==> src/rtl/keyboard_mover_if.sv <==
// Key-event, frame-timing, load and sprite-position bundle for keyboard_mover.
interface keyboard_mover_if #(
    parameter int unsigned POS_W = 12
);
    logic             ascii_new;
    logic [6:0]       ascii_out;
    logic [10:0]      hcount;
    logic [10:0]      vcount;
    logic             pos_load;
    logic [POS_W-1:0] x_pos_in;
    logic [POS_W-1:0] y_pos_in;
    logic [POS_W-1:0] x_pos_k;
    logic [POS_W-1:0] y_pos_k;
    logic             space;
    logic             fire;
    logic             moving;

    // Producer of key events / timing / loads; consumer of the sprite state
    modport master (
        output ascii_new, ascii_out, hcount, vcount, pos_load, x_pos_in, y_pos_in,
        input  x_pos_k, y_pos_k, space, fire, moving
    );

    // The motion controller itself
    modport slave (
        input  ascii_new, ascii_out, hcount, vcount, pos_load, x_pos_in, y_pos_in,
        output x_pos_k, y_pos_k, space, fire, moving
    );
endinterface

==> src/rtl/keyboard_mover.sv <==
// Frame-synchronous WASD sprite mover with hold timeout, step acceleration,
// per-axis clamping, explicit position load and a one-shot fire pulse.
module keyboard_mover #(
    parameter int unsigned POS_W        = 12,
    parameter int unsigned X_MIN        = 1,
    parameter int unsigned X_MAX        = 763,
    parameter int unsigned Y_MIN        = 1,
    parameter int unsigned Y_MAX        = 563,
    parameter int unsigned X_RST        = 380,
    parameter int unsigned Y_RST        = 500,
    parameter int unsigned STEP         = 2,
    parameter int unsigned STEP_MAX     = 8,
    parameter int unsigned ACCEL_FRAMES = 16,
    parameter int unsigned HOLD_FRAMES  = 6,
    parameter int unsigned H_LAST       = 799,
    parameter int unsigned V_LAST       = 599
) (
    input  logic             clk,
    input  logic             rst,
    keyboard_mover_if.slave  bus
);
    localparam int unsigned EXT_W  = POS_W + 1;
    localparam int unsigned HOLD_W = (HOLD_FRAMES > 0) ? $clog2(HOLD_FRAMES + 1) : 1;
    localparam int unsigned RUN_W  = (ACCEL_FRAMES > 1) ? $clog2(ACCEL_FRAMES) : 1;
    localparam int unsigned STEP_W = $clog2(STEP_MAX + 1);
    localparam int unsigned SUM_W  = STEP_W + 1;

    typedef enum logic {S_IDLE, S_MOVE} state_t;
    typedef enum logic [1:0] {D_LEFT, D_RIGHT, D_UP, D_DOWN} dir_t;

    state_t              state, state_nxt;
    dir_t                dir, dir_nxt;
    logic [HOLD_W-1:0]   dir_hold, dir_hold_nxt;
    logic [HOLD_W-1:0]   space_hold, space_hold_nxt;
    logic                fire_req, fire_req_nxt;
    logic [STEP_W-1:0]   step_cur, step_nxt;
    logic [RUN_W-1:0]    run_cnt, run_cnt_nxt;
    logic [POS_W-1:0]    x_pos, x_nxt;
    logic [POS_W-1:0]    y_pos, y_nxt;
    logic                space_q, space_nxt;
    logic                fire_q, fire_nxt;
    logic [SUM_W-1:0]    step_sum;

    logic                tick_c;
    logic                key_dir_c;
    logic                key_space_c;
    dir_t                key_code_c;

    // Move toward a lower bound without wrapping below it
    function automatic logic [POS_W-1:0] dec_clamp(input logic [POS_W-1:0] pos,
                                                   input logic [STEP_W-1:0] stp,
                                                   input int unsigned lo);
        if (EXT_W'(pos) < EXT_W'(lo) + EXT_W'(stp)) dec_clamp = POS_W'(lo);
        else                                       dec_clamp = pos - POS_W'(stp);
    endfunction

    // Move toward an upper bound without exceeding it
    function automatic logic [POS_W-1:0] inc_clamp(input logic [POS_W-1:0] pos,
                                                   input logic [STEP_W-1:0] stp,
                                                   input int unsigned hi);
        logic [EXT_W-1:0] sum;
        sum = EXT_W'(pos) + EXT_W'(stp);
        if (sum > EXT_W'(hi)) inc_clamp = POS_W'(hi);
        else                  inc_clamp = POS_W'(sum);
    endfunction

    // Force a loaded coordinate into its bounds
    function automatic logic [POS_W-1:0] rng_clamp(input logic [POS_W-1:0] pos,
                                                   input int unsigned lo,
                                                   input int unsigned hi);
        if (pos < POS_W'(lo))      rng_clamp = POS_W'(lo);
        else if (pos > POS_W'(hi)) rng_clamp = POS_W'(hi);
        else                       rng_clamp = pos;
    endfunction

    assign tick_c = (bus.hcount == 11'(H_LAST)) && (bus.vcount == 11'(V_LAST));

    // Decode the ASCII strobe into a direction or space event
    always_comb begin
        key_dir_c   = 1'b0;
        key_space_c = 1'b0;
        key_code_c  = D_LEFT;
        if (bus.ascii_new) begin
            case (bus.ascii_out)
                7'h61, 7'h41: begin key_dir_c = 1'b1; key_code_c = D_LEFT;  end
                7'h64, 7'h44: begin key_dir_c = 1'b1; key_code_c = D_RIGHT; end
                7'h77, 7'h57: begin key_dir_c = 1'b1; key_code_c = D_UP;    end
                7'h73, 7'h53: begin key_dir_c = 1'b1; key_code_c = D_DOWN;  end
                7'h20:        key_space_c = 1'b1;
                default:      ;
            endcase
        end
    end

    // Next-state: space/fire at the tick, then load-or-move, then key reloads
    always_comb begin
        state_nxt      = state;
        dir_nxt        = dir;
        dir_hold_nxt   = dir_hold;
        space_hold_nxt = space_hold;
        fire_req_nxt   = fire_req;
        step_nxt       = step_cur;
        run_cnt_nxt    = run_cnt;
        x_nxt          = x_pos;
        y_nxt          = y_pos;
        space_nxt      = space_q;
        fire_nxt       = 1'b0;
        step_sum       = SUM_W'(step_cur) + SUM_W'(STEP);

        if (tick_c) begin
            space_nxt    = (space_hold != '0);
            if (space_hold != '0) space_hold_nxt = space_hold - HOLD_W'(1);
            fire_nxt     = fire_req;
            fire_req_nxt = 1'b0;
        end

        if (bus.pos_load) begin
            x_nxt        = rng_clamp(bus.x_pos_in, X_MIN, X_MAX);
            y_nxt        = rng_clamp(bus.y_pos_in, Y_MIN, Y_MAX);
            state_nxt    = S_IDLE;
            dir_hold_nxt = '0;
            step_nxt     = STEP_W'(STEP);
            run_cnt_nxt  = '0;
        end else if (tick_c) begin
            if (dir_hold != '0) begin
                state_nxt    = S_MOVE;
                dir_hold_nxt = dir_hold - HOLD_W'(1);
                case (dir)
                    D_LEFT:  x_nxt = dec_clamp(x_pos, step_cur, X_MIN);
                    D_RIGHT: x_nxt = inc_clamp(x_pos, step_cur, X_MAX);
                    D_UP:    y_nxt = dec_clamp(y_pos, step_cur, Y_MIN);
                    default: y_nxt = inc_clamp(y_pos, step_cur, Y_MAX);
                endcase
                if (run_cnt == RUN_W'(ACCEL_FRAMES - 1)) begin
                    run_cnt_nxt = '0;
                    step_nxt    = (step_sum > SUM_W'(STEP_MAX)) ? STEP_W'(STEP_MAX)
                                                                : STEP_W'(step_sum);
                end else begin
                    run_cnt_nxt = run_cnt + RUN_W'(1);
                end
            end else if (state == S_MOVE) begin
                state_nxt   = S_IDLE;
                step_nxt    = STEP_W'(STEP);
                run_cnt_nxt = '0;
            end
        end

        // Reloads land after the tick's decrement; a concurrent load drops the key
        if (!bus.pos_load) begin
            if (key_dir_c) begin
                if (key_code_c != dir) begin
                    step_nxt    = STEP_W'(STEP);
                    run_cnt_nxt = '0;
                end
                dir_nxt      = key_code_c;
                dir_hold_nxt = HOLD_W'(HOLD_FRAMES);
            end
            if (key_space_c) begin
                space_hold_nxt = HOLD_W'(HOLD_FRAMES);
                fire_req_nxt   = 1'b1;
            end
        end
    end

    // State and output registers
    always_ff @(posedge clk) begin
        if (rst) begin
            state      <= S_IDLE;
            dir        <= D_LEFT;
            dir_hold   <= '0;
            space_hold <= '0;
            fire_req   <= 1'b0;
            step_cur   <= STEP_W'(STEP);
            run_cnt    <= '0;
            x_pos      <= POS_W'(X_RST);
            y_pos      <= POS_W'(Y_RST);
            space_q    <= 1'b0;
            fire_q     <= 1'b0;
        end else begin
            state      <= state_nxt;
            dir        <= dir_nxt;
            dir_hold   <= dir_hold_nxt;
            space_hold <= space_hold_nxt;
            fire_req   <= fire_req_nxt;
            step_cur   <= step_nxt;
            run_cnt    <= run_cnt_nxt;
            x_pos      <= x_nxt;
            y_pos      <= y_nxt;
            space_q    <= space_nxt;
            fire_q     <= fire_nxt;
        end
    end

    assign bus.x_pos_k = x_pos;
    assign bus.y_pos_k = y_pos;
    assign bus.space   = space_q;
    assign bus.fire    = fire_q;
    assign bus.moving  = (state == S_MOVE);
endmodule

==> src/flat_wrapper.sv <==
// flat-port wrapper written by rule: the top's interface ports become plain ports
module keyboard_mover_flat 
#(
    parameter int unsigned POS_W        = 12,
    parameter int unsigned X_MIN        = 1,
    parameter int unsigned X_MAX        = 763,
    parameter int unsigned Y_MIN        = 1,
    parameter int unsigned Y_MAX        = 563,
    parameter int unsigned X_RST        = 380,
    parameter int unsigned Y_RST        = 500,
    parameter int unsigned STEP         = 2,
    parameter int unsigned STEP_MAX     = 8,
    parameter int unsigned ACCEL_FRAMES = 16,
    parameter int unsigned HOLD_FRAMES  = 6,
    parameter int unsigned H_LAST       = 799,
    parameter int unsigned V_LAST       = 599
)
  (clk, rst, bus_ascii_new, bus_ascii_out, bus_hcount, bus_vcount, bus_pos_load, bus_x_pos_in, bus_y_pos_in, bus_x_pos_k, bus_y_pos_k, bus_space, bus_fire, bus_moving);
  keyboard_mover_if #(.POS_W(POS_W)) bus_i ();
  input  logic clk;
  input  logic rst;
  input wire logic [$bits(bus_i.ascii_new)-1:0] bus_ascii_new;
  input wire logic [$bits(bus_i.ascii_out)-1:0] bus_ascii_out;
  input wire logic [$bits(bus_i.hcount)-1:0] bus_hcount;
  input wire logic [$bits(bus_i.vcount)-1:0] bus_vcount;
  input wire logic [$bits(bus_i.pos_load)-1:0] bus_pos_load;
  input wire logic [$bits(bus_i.x_pos_in)-1:0] bus_x_pos_in;
  input wire logic [$bits(bus_i.y_pos_in)-1:0] bus_y_pos_in;
  output wire logic [$bits(bus_i.x_pos_k)-1:0] bus_x_pos_k;
  output wire logic [$bits(bus_i.y_pos_k)-1:0] bus_y_pos_k;
  output wire logic [$bits(bus_i.space)-1:0] bus_space;
  output wire logic [$bits(bus_i.fire)-1:0] bus_fire;
  output wire logic [$bits(bus_i.moving)-1:0] bus_moving;
  assign bus_i.ascii_new = bus_ascii_new;
  assign bus_i.ascii_out = bus_ascii_out;
  assign bus_i.hcount = bus_hcount;
  assign bus_i.vcount = bus_vcount;
  assign bus_i.pos_load = bus_pos_load;
  assign bus_i.x_pos_in = bus_x_pos_in;
  assign bus_i.y_pos_in = bus_y_pos_in;
  assign bus_x_pos_k = bus_i.x_pos_k;
  assign bus_y_pos_k = bus_i.y_pos_k;
  assign bus_space = bus_i.space;
  assign bus_fire = bus_i.fire;
  assign bus_moving = bus_i.moving;
  keyboard_mover #(.POS_W(POS_W), .X_MIN(X_MIN), .X_MAX(X_MAX), .Y_MIN(Y_MIN), .Y_MAX(Y_MAX), .X_RST(X_RST), .Y_RST(Y_RST), .STEP(STEP), .STEP_MAX(STEP_MAX), .ACCEL_FRAMES(ACCEL_FRAMES), .HOLD_FRAMES(HOLD_FRAMES), .H_LAST(H_LAST), .V_LAST(V_LAST)) u_core (.clk(clk), .rst(rst), .bus(bus_i));
endmodule
==> config.mk <==
export PLATFORM = sky130hd
export DESIGN_NAME = keyboard_mover_flat
export DESIGN_NICKNAME = d
export VERILOG_FILES = /design/src/rtl/keyboard_mover_if.sv /design/src/rtl/keyboard_mover.sv /design/src/flat_wrapper.sv
export SDC_FILE = /design/constraint.sdc
export NUM_CORES = 1
export LEC_CHECK = 0
export CAP_MARGIN = 25
export CORE_MARGIN = 2
export CORE_UTILIZATION = 59
export CTS_BUF_LIST = sky130_fd_sc_hd__clkbuf_2
export DETAILED_ROUTE_END_ITERATION = 6
export PLACE_DENSITY_LB_ADDON = 0.25
export SLEW_MARGIN = 20
export SYNTH_ARGS = -nofsm -noshare
export SYNTH_HDL_FRONTEND = slang
export SYNTH_SLANG_ARGS = --single-unit
==> constraint.sdc <==
create_clock -name clk -period 5.2 [get_ports clk]
set_input_delay 1.56 -clock clk [delete_from_list [all_inputs] [get_ports clk]]
set_output_delay 1.56 -clock clk [all_outputs]
set_load 0.005 [all_outputs]
==> run metrics <==
largest family of logic cells by synthesized area compound AO/OA/AOI/OAI gates; Cell variety after synth 78; setup ws final 1430 ps; DRT antenna net count 0; #FFs+latches synth 44; initial antenna violation count 0; Reg2Reg Depth 10; register-to-register path setup slack about 1900 ps; Slowest cell on crit path or3_1; Placer Congestion 0.965; share of cells above drive strength 1 0.0627; WHS Path Cells 2; Pre-Repair DR Iteration Count 5; core area around 0.0072 mm²; WP depth 8; detailed placement HPWL 10,300 µm; gr busiest metal met2; Final Hold Fails 0; Avg Inst Size Synth about 7.5 µm²; setup TNS 0 ps; PortBufs 83; EDFF count, synth 0; Num Clock Sinks 44; post-CTS setup buffers 0; mux contribution to synthesized area 0; Final Cycle Share 0.725; sequential share of power 0.452; Final Max Tran Viols 0; cell-internal power 557 µW; Compound-Gate Fraction of Synth Area 0.316; CP Cell Sequence clkdlybuf4s50_1, nor4b_1, and3_1, nand4_2, or3_1, o41ai_1, a21oi_1, a221oi_1; ys async rst share 0; critical path peak fanout 13; grt total ovfl 0; overall die width 90.0 µm; dpl ws 993 ps; worst min-delay path class reg2reg; Slew headroom 0.392; clock root cell clkbuf_2; vias in the first global route 4,683; Pwr Density 160 mW/mm²; Net Sw Power 288 µW; Fill cells 605; top cell type's share of synthesized area 0.202; crit path DAT 4150 ps; post_cts resized 0; Peak Freq 0.265 GHz; Lkg Pwr 0.00194 µW; die area 0.00809 mm²; XOR/XNOR share of the synthesized area 0.0422; most frequent cells after synthesis nand2_1 (50), o21ai_0 (50), nor2_1 (48); area of the multi-input gates 0.00321 mm²; worst-margin pin slew 910 ps; Post-Synth Adder-Cell Area 0.116; sequential share of the synthesized area 0.202; worst path bufs/invs 1; top cells by area, synth dfxtp_1 (20%), ha_1 (9.8%), o21ai_0 (5.7%); CTS buffer count 5; VDD IR max 0.000140 V; Net Count, Synth 680; Inserted Diodes 0; Worst setup EP type flip-flop; clk slew on worst S/H paths ~270 ps; mapped cell area between 0.004 and 0.005 mm²; Vias 4,912; Starting Density 0.604; Iter 0 DRT Violations 479; Remaining DRCs 0; Final #Nets around 750; CTS Hold Buffers Added 0; Layout area overhead 21.4%; vias per inst around 6.5; CP delay by family, top simple AND/OR/NAND/NOR gates; Simple-Gate Fraction of Synth Area 0.263; status completed; TritonCTS clock tree yes; clock share of power 0.260; Most used DFF post-synth dfxtp_1; first-pass GRT wire length 22,100 µm; Clock Skews 31.6 ps; Boundary Pins 84; Rows 31; Max stage delay on crit path about 640 ps; Comb power frac 0.289; setup violators final 0; Critical Path Start Type input port; Net Sw Frac 0.341; area leader, netlist dfxtp_1; Final min period 3770 ps; clock buffer depth 2; RSZ-0062 raised after global routing false; Worst-Skew Late Latency 470 ps; MaxCap Viol Count 0; Routed WL 13,500 µm; Synth Warn # 0; met3 GRT Util 0.0746; overall routing resource usage 0.327; M2 GR Usage 0.524; Setup Crit Path Kind in2reg; Post-Synthesis Cells 585; die height 90.0 µm; WP data required 5580 ps; CTS H-tree lvls 2; largest net degree at the start of global routing 24; Sequential Area 881 µm²; Routed WL per cell 17.9 µm; met1 GRT Util 0.434
==> worst min-delay path, delay by kind of cell (launching register included) <==
family / cells / cell delay, ps
AND/OR/NAND/NOR: 1 / 60
flip-flops: 1 / 400
AO/OA/AOI/OAI: 1 / 60
==> sequential cells by signal, indices dropped and copies added, names as in the netlist, 2 cells and up <==
signal and count:
u_core.bus.x_pos_k 12, u_core.bus.y_pos_k 12, u_core.dir 2, u_core.dir_hold 3, u_core.run_cnt 4, u_core.space_hold 3
u_core.step_cur 4
==> per-layer routing <==
layer  share of wire  wire length [µm]
met1            0.42              5700
met2            0.45              6080
met3           0.097              1310
met4           0.027               367
met5               0                 0
==> stage by stage <==
stage | util | instances | cell area (µm²) | hold WS (ps) | power, µW
2_1_floorplan | - | 585 | 4360 | 445 | 514
3_3_place_gp | 0.724 | 745 | 5220 | 479 | 618
3_5_place_dp | 0.724 | 745 | 5220 | 485 | 625
4_1_cts | 0.734 | 753 | 5290 | 513 | 836
5_1_grt | 0.734 | 753 | 5290 | 534 | 882
6_report | 0.734 | 753 | 5290 | 512 | 846
==> cells by family after synthesis <==
kind of cell | Yosys count
buffers and inverters | 62
xor gates and xnor gates | 21
adders and majority gates | 38
AOI/OAI and AO/OA | 204
and+or+nand+nor | 216
DFF | 44
==> worst paths after layout <==
check / startpoint / to
hold reg to reg: u_core.run_cnt[2]$_SDFF_PP0_ / u_core.run_cnt[2]$_SDFF_PP0_
setup reg to reg: u_core.step_cur[1]$_SDFF_PP1_ / u_core.bus.y_pos_k[6]$_SDFFE_PP1P_
hold / removal: u_core.run_cnt[2]$_SDFF_PP0_ / u_core.run_cnt[2]$_SDFF_PP0_
setup / recovery: bus_hcount[7] / u_core.bus.x_pos_k[9]$_SDFFE_PP0P_
==> cells in the final DEF, fill, tap and decap left out, drive strengths merged, types with 4 or more instances in the layout <==
master / n
a21oi: 47
nand2b: 11
clkdlybuf4s50: 83
buf: 6
a22oi: 6
and3: 7
a221oi: 6
a211oi: 5
o21ai: 54
xor2: 6
fa: 4
dfxtp: 44
a21o: 6
or4: 4
clkbuf: 5
nand4b: 5
nor2b: 15
nor4: 5
inv: 35
a31oi: 13
xnor2: 15
o211ai: 6
ha: 34
nand2: 50
nand3: 14
nor3: 23
o22ai: 6
nor2: 55
o31ai: 6
a211o: 6
nand4: 6
o21a: 8
and2: 5
==> power groups by stage <==
| stage | registers [µW] | clock network [µW] | logic [µW] |
|---|---|---|---|
| floorplan | 370 | 0 | 144 |
| global placement | 386 | 0 | 232 |
| detailed placement | 387 | 0 | 238 |
| CTS | 381 | 216 | 239 |
| global route | 385 | 231 | 265 |
| finish | 382 | 220 | 244 |
==> final cells by class <==
cell class                 instances  share of cell area
tap                               99              0.0234
sequential                        44               0.166
timing repair buffer              89               0.165
inverter                          34              0.0241
clock buffer                       5             0.00473
multi-input combinational        479               0.607
clock inverter                     3             0.00875
No activity file was read; power rests on OpenSTA's default activity.
==> patch (config.mk and constraints unchanged) <==
`ACCEL_FRAMES` is set to 16 in 2 places; all go to 64.
--- a/src/rtl/keyboard_mover.sv
+++ b/src/rtl/keyboard_mover.sv
@@ -10,7 +10,7 @@
     parameter int unsigned Y_RST        = 500,
     parameter int unsigned STEP         = 2,
     parameter int unsigned STEP_MAX     = 8,
-    parameter int unsigned ACCEL_FRAMES = 16,
+    parameter int unsigned ACCEL_FRAMES = 64,
     parameter int unsigned HOLD_FRAMES  = 6,
     parameter int unsigned H_LAST       = 799,
     parameter int unsigned V_LAST       = 599
--- a/src/flat_wrapper.sv
+++ b/src/flat_wrapper.sv
@@ -10,7 +10,7 @@
     parameter int unsigned Y_RST        = 500,
     parameter int unsigned STEP         = 2,
     parameter int unsigned STEP_MAX     = 8,
-    parameter int unsigned ACCEL_FRAMES = 16,
+    parameter int unsigned ACCEL_FRAMES = 64,
     parameter int unsigned HOLD_FRAMES  = 6,
     parameter int unsigned H_LAST       = 799,
     parameter int unsigned V_LAST       = 599
Check against the original RTL: no difference found for any inputs over 4 cycles, from zero or initial values and one cycle with rst high; that may be too few to reach the edited logic, so the function may still have changed.
==> patch against the unedited design <==
Worst hold slack got worse by 0.037 ns. Worst setup slack improved by 0.036 ns. Area after synthesis increased by 3.3%. Utilization increased by 0.46 points. Design area increased by 2.2%. Power decreased by 2.1%. Clock skew decreased by 0.017 ns. Final cell count increased by 1.1%. Synthesized cell count increased by 1.7%. Critical path depth increased by 1. Sequential cell count increased by 2. Routed wire length increased by 5.6%. Critical path type unchanged. Largest cell class unchanged. Highest routed layer unchanged.
==> patch: results <==
[sta]
slew_headroom_pct = 31.9
fin_skew_ns = 0.0150

[synth]
yosysSeqAreaShare_pct = 20.5
postSynthNetCount = 690
yosys-top-cells-area = sky130_fd_sc_hd__dfxtp_1, sky130_fd_sc_hd__ha_1, sky130_fd_sc_hd__a21oi_1
most_instantiated_cells_after_synthesis = sky130_fd_sc_hd__nor2_1, sky130_fd_sc_hd__a21oi_1, sky130_fd_sc_hd__dfxtp_1, sky130_fd_sc_hd__ha_1, sky130_fd_sc_hd__o21ai_0
synth.distinct_cells = 80

[final_layout]
num-multi-input-gates = 494
multi_input_area_um2 = 3350
filler_cell_count = 552
final_nets = 756
final.signal_buffer_count = 88
final_layout_size_suffix_gt1_share_pct = 5.14
final-nonclk-buf-share_pct = 16.0
final_core_utilization_pct = 73.8
sequential_cell_total = 46
seq-cell-share_pct = 17.0

[worst_setup_path]
slowest_delay_ns = 0.51
crit_family = simple AND/OR/NAND/NOR gates
worst-path-max-fanout = 10
crit_arrival_ns = 4.12

[route]
detail_route.iter0.violations = 369
met2_wirelength_mm = 7.04
route.detailed.vias_per_inst = 6.55
wire_length_on_met3_um = 896

[grt]
gr-usage-met1_pct = 39.9
wire_length_of_the_first_global_routing_pass_mm = 22.8
grt_util_met3_pct = 4.90
global_route.usage.total_pct = 33.4
via_count_of_the_first_global_routing_pass = 4758

[placement]
dpl.hpwl_mm = 11.1
final_gp_congestion = 0.981

[power_and_ir_drop]
worst_ir_drop_vdd_mv = 0.0978
power.leakage_nw = 1.99
power.share.clock_pct = 22.0
seq_power_w = 0.000399
p_int_w = 0.000534
report.power.total_w = 0.000828

[run_status]
outcome = completed
-- patch: logic make-up after synthesis --
group | Yosys count | share of synthesized area, %
adder cells (fa/ha/maj) | 38 | 11.2
multiplexers | 7 | 1.64
buffers and inverters | 55 | 5.22
AND/OR/NAND/NOR | 251 | 30.7
AO/OA/AOI/OAI | 177 | 26.7
XOR/XNOR | 21 | 4.08
flip-flops | 46 | 20.5
-- patch: stage by stage --
stage	hold slack, ns	cells	setup WS (ns)
after floorplan	0.432	595	1.88
after global placement	0.448	753	1.20
after detailed placement	0.449	753	0.995
after CTS	0.477	761	1.51
after global routing	0.501	761	1.32
final	0.475	761	1.47
-- patch: worst paths after layout --
path | startpoint | end | slack [ns] | cells past startpoint
worst max-delay path | bus_vcount[7] | u_core.bus.x_pos_k[8] | 1.47 | 9
worst min-delay path | u_core.fire_req | u_core.fire_req | 0.48 | 2
worst max register to register | u_core.step_cur[2] | u_core.bus.y_pos_k[0] | 1.65 | 10
worst min register to register | u_core.fire_req | u_core.fire_req | 0.48 | 2
